--- config.mk ---
export PLATFORM = sky130hd
export DESIGN_NAME = parallel_io_bank
export DESIGN_NICKNAME = d
export VERILOG_FILES = /design/src/rtl/parallel_io_bank.sv
export SDC_FILE = /design/constraint.sdc
export NUM_CORES = 1
export LEC_CHECK = 0
export ABC_AREA = 1
export CORE_MARGIN = 2
export CORE_UTILIZATION = 34
export CTS_BUF_LIST = sky130_fd_sc_hd__clkbuf_4
export CTS_CLUSTER_SIZE = 20
export DETAILED_ROUTE_END_ITERATION = 10
export PLACE_DENSITY = 0.7
export SLEW_MARGIN = 0
export SYNTH_ARGS = -nofsm -noshare
export SYNTH_HDL_FRONTEND = slang
export SYNTH_SLANG_ARGS = --single-unit
--- constraint.sdc ---
create_clock -name clk -period 1 [get_ports clk]
set_input_delay 0.1 -clock clk [delete_from_list [all_inputs] [get_ports clk]]
set_output_delay 0.1 -clock clk [all_outputs]
set_load 0.005 [all_outputs]
--- src/rtl/parallel_io_bank.sv ---
// parallel_io_bank: memory-mapped output/toggle registers plus a synchronised input port with change interrupt
module parallel_io_bank #(
  parameter int ADDR_W = 8,
  parameter int DATA_W = 8,
  parameter int N_OUT = 4,
  parameter logic [ADDR_W-1:0] BASE_ADDR = 'hF0
) (
  input  logic                    clk,
  input  logic                    rst_n,
  input  logic [ADDR_W-1:0]       Address,
  input  logic                    we,
  input  logic                    re,
  input  logic [DATA_W-1:0]       RegData,
  input  logic [DATA_W-1:0]       din,
  output logic                    wren,
  output logic                    hit,
  output logic [N_OUT*DATA_W-1:0] DataOut,
  output logic [DATA_W-1:0]       rdata,
  output logic                    rvalid,
  output logic                    irq
);
  logic [ADDR_W-1:0] off;
  logic [N_OUT-1:0][DATA_W-1:0] chan;
  logic [DATA_W-1:0] s1, din_s, din_prev, rsel;
  logic [1:0] arm_cnt;
  logic armed, chg, wr, rd, stat_wr;
  assign off = Address - BASE_ADDR;
  assign hit = (Address >= BASE_ADDR) && (off <= ADDR_W'(2 * N_OUT));
  assign wren = we & ~hit;
  assign wr = we & hit;
  assign rd = re & hit;
  assign stat_wr = wr && (off == ADDR_W'(2 * N_OUT));
  assign armed = &arm_cnt;
  assign chg = armed && (din_s != din_prev);
  assign DataOut = chan;
  always_comb begin
    rsel = din_s;
    for (int k = 0; k < N_OUT; k++)
      if (off == ADDR_W'(k) || off == ADDR_W'(k + N_OUT)) rsel = chan[k];
  end
  always_ff @(posedge clk or negedge rst_n)
    if (!rst_n) begin
      chan <= '0;
      rdata <= '0;
      rvalid <= 1'b0;
      s1 <= '0;
      din_s <= '0;
      din_prev <= '0;
      arm_cnt <= '0;
      irq <= 1'b0;
    end else begin
      for (int k = 0; k < N_OUT; k++)
        if (wr && off == ADDR_W'(k)) chan[k] <= RegData;
        else if (wr && off == ADDR_W'(k + N_OUT)) chan[k] <= chan[k] ^ RegData;
      rvalid <= rd;
      if (rd) rdata <= rsel;
      {din_prev, din_s, s1} <= {din_s, s1, din};
      if (!armed) arm_cnt <= arm_cnt + 2'd1;
      irq <= chg | (irq & ~stat_wr);
    end
endmodule

==> results of run 1 <==
registers in the layout (all words and copies together) (netlist names):
register / cells
DataOut: 32
arm_cnt: 2
din_prev: 8
din_s: 8
irq: 1
rdata: 8
rvalid: 1
s1: 8
power by group:
part	internal, W	leakage, nW	switching, W
Sequential	0.00292	0.864	0.000101
Combinational	0.000754	2.46	0.000685
Clock	0.000795	0.0775	0.00117
Total	0.00447	3.41	0.00195
per-layer routing:
layer  track usage  vias to the layer above
met2        0.3579                      149
met1        0.2602                     2013
met4        0.1083                        0
met5             0                        -
met3       0.04429                       36
li1              -                     1966
worst min-delay path by stage:
stage,startpoint,to,slack [ns]
2_1_floorplan,rst_n,DataOut[0]$_DFFE_PN0P_,-0.20
3_3_place_gp,rst_n,rvalid$_DFF_PN0_,0.15
3_5_place_dp,rst_n,rdata[5]$_DFFE_PN0P_,0.16
4_1_cts,din[3],s1[3]$_DFF_PN0_,0.06
5_1_grt,din[3],s1[3]$_DFF_PN0_,0.05
6_report,din[3],s1[3]$_DFF_PN0_,0.09
cell type report:
class,count,share of cell area
flip-flops and latches,68,0.2731
repair buffers,212,0.3045
clock buffers,9,0.01085
well taps,143,0.02872
clock inverters,7,0.01305
multi-input cells,348,0.3352
inverters,52,0.03455
cells in the final DEF (no fill, tap or decap), types with 2 or more instances in the layout:
cell type        synthesis  final
nand2_1                211    184
buf_4                    0     81
dfrtp_1                 68     68
nand4_1                 48     48
buf_2                    5     47
buf_6                    6     47
inv_1                   47     34
nand2_2                  4     25
clkdlybuf4s50_1          0     17
buf_12                   0     15
xor2_1                  18     14
inv_2                    2     12
a21oi_1                 15     12
nand3_1                 12     11
clkbuf_4                 1      9
nand3_4                  5      8
nor2_4                   3      6
nand2_4                  2      5
nor2_8                   5      5
inv_4                    2      4
nor2_1                   7      4
inv_6                    0      4
xor2_2                   0      4
a21oi_2                  1      4
nand2_8                  0      3
clkinv_4                 1      3
xnor2_1                  3      2
nand3_2                  3      2
buf_8                    0      2
metrics by stage:
stage / setup slack [ns] / utilization / std cells
after CTS: -0.1464 / 0.5331 / 833
final: -0.1521 / 0.5527 / 839
after global placement: -0.8305 / 0.4850 / 760
after global routing: -0.2084 / 0.5527 / 839
after floorplan: -0.1988 / - / 489
after detailed placement: -0.9010 / 0.4850 / 760
cell families after synthesis:
| kind of cell | after synthesis | synth area share |
|---|---|---|
| flip-flops | 68 | 0.4380 |
| adder cells (fa/ha/maj) | 1 | 0.003220 |
| AO/OA/AOI/OAI | 18 | 0.02448 |
| AND/OR/NAND/NOR | 306 | 0.3958 |
| XOR/XNOR | 21 | 0.04734 |
| multiplexers | 1 | 0.002898 |
| buffers and inverters | 74 | 0.08825 |
what timing repair did:
| item | in CTS | in global routing |
|---|---|---|
| endpoints found under the hold margin | 68 | 0 |
| pin swaps | 57 | 52 |
| cloned | 1 | 0 |
| gates resized for setup | 264 | 60 |
| hold buffers | 1 | 0 |
| setup endpoints to repair | 88 | 82 |
| buffers inserted | 56 | 7 |
==> run summary, run 1 <==
* **status** complete, but fails checks
* **failing checks** negative setup slack
* **Slowest-stage cell, CP** dfrtp_1
* **maximum buffer depth of the clock tree** 2
* **crit end category** register
* **sequential area share after synthesis** 0.4380
* **post-DR wirelength/cell** 15.41 µm
* **Hold WS** 0.09233 ns
* **synthesized netlist net count** 518
* **ratio of final minimum period to clock period** 1.152
* **maximum fanout count along the critical path** 2
* **largest vdd supply drop** 0.0005880 V
* **number of vias after detailed routing** 4164
* **per-instance average area after synthesis** 7.945 µm²
* **final slew viol count** 0
* **height of the chip** 110.9 µm
* **uppermost routed layer** met4
* **unrepaired setup endpoints after global routing** yes
* **count of distinct cell types in the synthesized netlist** 32
* **family with the most delay on the worst path** flip-flops
* **Setup TNS** -5.010 ns
* **core outline area** 11270 µm²
* **last element of the critical path** rdata[3]$_DFFE_PN0P_
* **dominant cell type by count on the critical path** nand2_1
* **power after layout** 0.006422 W
* **portion of synthesized cell area occupied by the leading cell type** 0.4380
* **flop and latch count out of synthesis** 68
* **placed cell area** 5466 µm²
* **TritonCTS clock tree** done
* **met1 wire length** 5.038 mm
* **global-route wire length before repair** 20.82 mm
* **# Max-Cap Violations** 0
* **last weighted congestion value of the routability-driven placer** 0.9237
* **layout filler cell count** 972
* **final net count** 720
* **reg-to-reg critical path startpoint** DataOut[11]$_DFFE_PN0P_
* **clock skew after layout** 0.02665 ns
* **H-tree Lvls** 3
* **fraction of registers with async set or reset after synthesis** 1.000
* **initial DRC count** 214
* **series of cell instances along the critical path** buf_6 -> inv_2 -> nand4_1 -> nand2_1 -> inv_1 -> nand2_1 -> nand2_1 -> nand2_1 -> nand2_1
* **number of cells traversed by the worst hold path** 1
* **prevailing post-synth register cell** dfrtp_1
* **reg2reg setup slack** -0.15 ns
* **worst hold-check path type** in -> reg
* **Synth area leaders** dfrtp_1 44%, nand2_1 20%, nand4_1 7.7%
* **Routed Wire Length** 12.93 mm
* **Fin. Hold Viols** 0
* **fraction of layout instances using a drive strength above 1** 0.4267
* **number of global-route vias before repair** 4261
* **number of clock buffers inserted by TritonCTS** 9
* **detailed-route vias per instance** 4.963
* **synth warn** 0
* **count of buffering cells on the critical path with inverters included** 3
* **number of synthesized flops with an enable pin** 0
* **netlist area before placement** 3885 µm²
* **data required time of the worst path** 1.34 ns
* **count of standard-cell rows** 39
* **measured slew at the worst slew-check pin** 0.3799 ns
* **worst endpoint data arrival time** 1.49 ns
* **least setup slack across all paths after layout** -0.1521 ns
* **DIE WIDTH** 110.9 µm
* **total power divided by cell area** 1031 nW/µm²
* **pin count of the biggest net entering global routing** 69
* **Gate Count Post-Synth** 489
* **count of cells along the worst register-to-register path** 9
* **number of antenna cells inserted** 0
* **residual antenna-violating net count after detailed routing** 0
* **register cell area after layout** 1702 µm²
* **top cell types by occurrence after synthesis** 211 x nand2_1, 68 x dfrtp_1, 48 x nand4_1, 47 x inv_1, 18 x xor2_1
* **starting density of the core** 0.3447
* **Worst Path Class, Setup** reg -> reg
* **clock latency at the later pin of the worst-skew pair** 0.45 ns
* **number of antenna violations at the first check in global routing** 0
* **leading cell type by number of instances after synthesis** nand2_1
* **multi-input logic area** 2088 µm²
* **overall routing resource usage** 0.2134
* **sum of met3 wire segment lengths after detailed routing** 865 µm
* **Area growth, synth to finish** 60.35%
* **residual DRC count** 0
* **router iterations before antenna repair** 4
* **Critical path origin** DataOut[11]$_DFFE_PN0P_
* **# port buffers** 71
* **leakage power** 3.406 nW
* **Max-Slew Margin vs Limit** 0.7467
* **depth of the critical timing path with buffers and inverters included** 9
* **worst reg2reg endpoint** rdata[3]$_DFFE_PN0P_
* **biggest cell delay along the critical path** 0.43 ns
* **post-layout min period** 1.152 ns
* **cell at the root of the clock tree** clkbuf_4
* **total I/O pin count** 72
* **total die area** 12300 µm²
* **global route total overflow** 0
* **post-CTS clock slew at the launch and capture registers of the worst setup and hold paths** 0.13 ns
* **met2 wirelength from detailed routing** 6.571 mm
* **final setup violation count** 63
* **top cell type by total area after synthesis** dfrtp_1
* **Final HPWL DP** 8.276 mm
* **Fmax achieved** 0.8680 GHz
* **category of the worst setup path launch point** register
* **post-route cell area** 6230 µm²
* **CTS sink cnt** 68
Note: power is estimated with default switching activity, not from simulation.
==> inputs of run 2 (changes only) <==
--- a/config.mk
+++ b/config.mk
@@ -6,6 +6,7 @@
 export NUM_CORES = 1
 export LEC_CHECK = 0
 export ABC_AREA = 1
+export CAP_MARGIN = 20
 export CORE_MARGIN = 2
 export CORE_UTILIZATION = 34
 export CTS_BUF_LIST = sky130_fd_sc_hd__clkbuf_4
==> results of run 2 <==
Same layout as run 1: the final DEF is identical, and so are final timing and power.
==> inputs of run 3 (changes only) <==
--- a/config.mk
+++ b/config.mk
@@ -17,3 +17,4 @@
 export SYNTH_ARGS = -nofsm -noshare
 export SYNTH_HDL_FRONTEND = slang
 export SYNTH_SLANG_ARGS = --single-unit
+export TNS_END_PERCENT = 20
==> run 3 against run 2 <==
  * The flow still finishes with violations (negative setup slack)
  * Via count decreased by 3.5%
  * Clock power decreased by 3%
  * Flip-flop and latch count unchanged
  * Largest cell class unchanged
  * Largest power group unchanged
==> run summary, run 3 (synthesized netlist as in run 1, its figures left out) <==
* **number of antenna cells inserted** 0, unchanged
* **clock latency at the later pin of the worst-skew pair** 0.43 ns, was 0.45 ns
* **number of antenna violations at the first check in global routing** 0, unchanged
* **TritonCTS clock tree** done, unchanged
* **CTS sink cnt** 68, unchanged
* **Hold WS** 0.1023 ns, was 0.09233 ns
* **number of global-route vias before repair** 3991, was 4261
* **clock power share** 0.306, about the same
* **category of the worst setup path launch point** register, unchanged
* **Max-Slew Margin vs Limit** 0.7416, was 0.7467
* **Switch Pwr** 0.001865 W, was 0.001954 W
* **series of cell instances along the critical path** buf_6 -> buf_6 -> buf_6 -> xor2_1 -> nand2_1 -> nand2_1 -> nand2_1 -> nand2_1, was buf_6 -> inv_2 -> nand4_1 -> nand2_1 -> inv_1 -> nand2_1 -> nand2_1 -> nand2_1 -> nand2_1
* **initial DRC count** 291, was 214
* **global route total overflow** 0, unchanged
* **leakage power** 3.270 nW, was 3.406 nW
* **failing checks** negative setup slack, unchanged
* **number of clock buffers inserted by TritonCTS** 9, unchanged
* **total die area** 12300 µm², unchanged
* **fraction of layout instances using a drive strength above 1** 0.3900, was 0.4267
* **data required time of the worst path** 1.34 ns, about the same
* **H-tree Lvls** 3, unchanged
* **cell at the root of the clock tree** clkbuf_4, unchanged
* **least setup slack across all paths after layout** -0.1994 ns, was -0.1521 ns
* **pin count of the biggest net entering global routing** 69, unchanged
* **global-route wire length before repair** 20.52 mm, was 20.82 mm
* **final net count** 706, was 720
* **post-CTS clock slew at the launch and capture registers of the worst setup and hold paths** 0.13 ns, about the same
* **# port buffers** 71, unchanged
* **Fin. Hold Viols** 0, unchanged
* **layout filler cell count** 1068, was 972
* **most common cell after layout, fill and taps aside** nand2_1, unchanged
* **clock skew after layout** 0.02280 ns, was 0.02665 ns
* **most used cells in the layout excluding fill and tap cells** 196 x nand2_1, 86 x buf_4, 67 x dfrtp_1, was 184 x nand2_1, 81 x buf_4, 68 x dfrtp_1
* **maximum buffer depth of the clock tree** 2, unchanged
* **maximum fanout count along the critical path** 2, unchanged
* **unrepaired setup endpoints after global routing** yes, unchanged
* **Final HPWL DP** 8.467 mm, was 8.276 mm
* **core outline area** 11270 µm², unchanged
* **max reg flops** 32, unchanged
* **sequential power share** 0.490, was 0.470
* **Worst Path Class, Setup** reg -> reg, unchanged
* **worst endpoint data arrival time** 1.54 ns, was 1.49 ns
* **count of standard-cell rows** 39, unchanged
* **post-route cell area** 5908 µm², was 6230 µm²
* **Fmax achieved** 0.8337 GHz, was 0.8680 GHz
* **crit end category** register, unchanged
* **Routed Wire Length** 12.39 mm, was 12.93 mm
* **family with the most delay on the worst path** flip-flops, unchanged
* **starting density of the core** 0.3447, unchanged
* **residual DRC count** 0, unchanged
* **final slew viol count** 0, unchanged
* **ratio of final minimum period to clock period** 1.199, was 1.152
* **number of vias after detailed routing** 4020, was 4164
* **worst hold-check path type** in -> reg, unchanged
* **switching fraction of total power** 0.3006, was 0.3042
* **post-DR wirelength/cell** 15.02 µm, was 15.41 µm
* **placed cell area** 5458 µm², was 5466 µm²
* **overall routing resource usage** 0.2096, was 0.2134
* **# Max-Cap Violations** 0, unchanged
* **last weighted congestion value of the routability-driven placer** 0.9153, was 0.9237
* **final setup violation count** 63, unchanged
* **height of the chip** 110.9 µm, unchanged
* **total I/O pin count** 72, unchanged
* **status** complete, but fails checks, unchanged
* **post-layout min period** 1.199 ns, was 1.152 ns
* **Area growth, synth to finish** 52.08%, was 60.35%
* **biggest cell delay along the critical path** 0.42 ns, was 0.43 ns
* **router iterations before antenna repair** 4, unchanged
* **count of buffering cells on the critical path with inverters included** 3, unchanged
* **residual antenna-violating net count after detailed routing** 0, unchanged
* **design internal power** 0.004340 W, was 0.004469 W
* **post-layout util** 0.5241, was 0.5527
* **relative contribution of combinational cells to total power** 0.205, was 0.224
* **DIE WIDTH** 110.9 µm, unchanged
* **Slowest-stage cell, CP** dfrtp_1, unchanged
* **dominant cell type by count on the critical path** nand2_1, unchanged
* **detailed-route vias per instance** 4.873, was 4.963
* **total power divided by cell area** 1050 nW/µm², was 1031 nW/µm²
* **measured slew at the worst slew-check pin** 0.3875 ns, was 0.3799 ns
* **largest vdd supply drop** 0.0007058 V, was 0.0005880 V
[run 3: final cells by class]
type / instances / area (µm²) / area share
Tap cell: 143 / 178.9 / 0.03028
Sequential cell: 68 / 1703 / 0.2882
Inverter: 52 / 215.2 / 0.03643
Multi-Input combinational cell: 349 / 2017 / 0.3414
Clock buffer: 10 / 75.07 / 0.01271
Timing Repair Buffer: 197 / 1655 / 0.2802
Clock inverter: 6 / 63.81 / 0.01080
[run 3: metal layers]
layer  track usage  vias up  part of all wire
met3       0.03609       19             0.055
met5             0        -                 0
met4       0.06667        0             0.018
met1        0.2953     1926              0.45
li1              -     1938                 -
met2        0.3297      137              0.48
[run 3: path summary, 6_finish.rpt]
kind | from | end | slack (ns) | depth (start not counted)
max in group asynchronous | rst_n | s1[5]$_DFF_PN0_ | 0.47 | 3
worst max-delay path | DataOut[12]$_DFFE_PN0P_ | DataOut[12]$_DFFE_PN0P_ | -0.20 | 8
worst max register to register | DataOut[12]$_DFFE_PN0P_ | DataOut[12]$_DFFE_PN0P_ | -0.20 | 8
worst min-delay path | din[0] | s1[0]$_DFF_PN0_ | 0.10 | 1
min in group asynchronous | rst_n | arm_cnt[0]$_DFFE_PN0N_ | 0.20 | 3
worst min register to register | s1[6]$_DFF_PN0_ | din_s[6]$_DFF_PN0_ | 0.36 | 0
[run 3: timing repair]
action                     in CTS  in global routing
pin swaps                      45                 22
hold buffers                    1                  0
buffers inserted               35                  2
resized for setup             251                 31
setup endpoints to repair      87                 86
gates cloned                    3                  0
hold endpoints to repair       68                  0
[run 3: metrics by stage]
step                power [W]  std cells  TNS, ns  setup WS, ns
finish               0.006205        825   -4.844       -0.1994
global route         0.006522        825   -8.888       -0.2793
CTS                  0.006248        823   -5.930       -0.1385
detailed placement   0.004313        768   -37.10       -0.9387
global placement     0.004286        768   -36.01       -0.9093
floorplan            0.003515        489   -7.125       -0.1988
[run 3: power by group through the flow]
stage	combinational, W	sequential (W)	clock (W)
after floorplan	0.000425	0.00309	0
after global routing	0.00139	0.00306	0.00208
after CTS	0.00125	0.00303	0.00196
final	0.00127	0.00304	0.00190
after global placement	0.00118	0.00310	0
after detailed placement	0.00121	0.00310	0
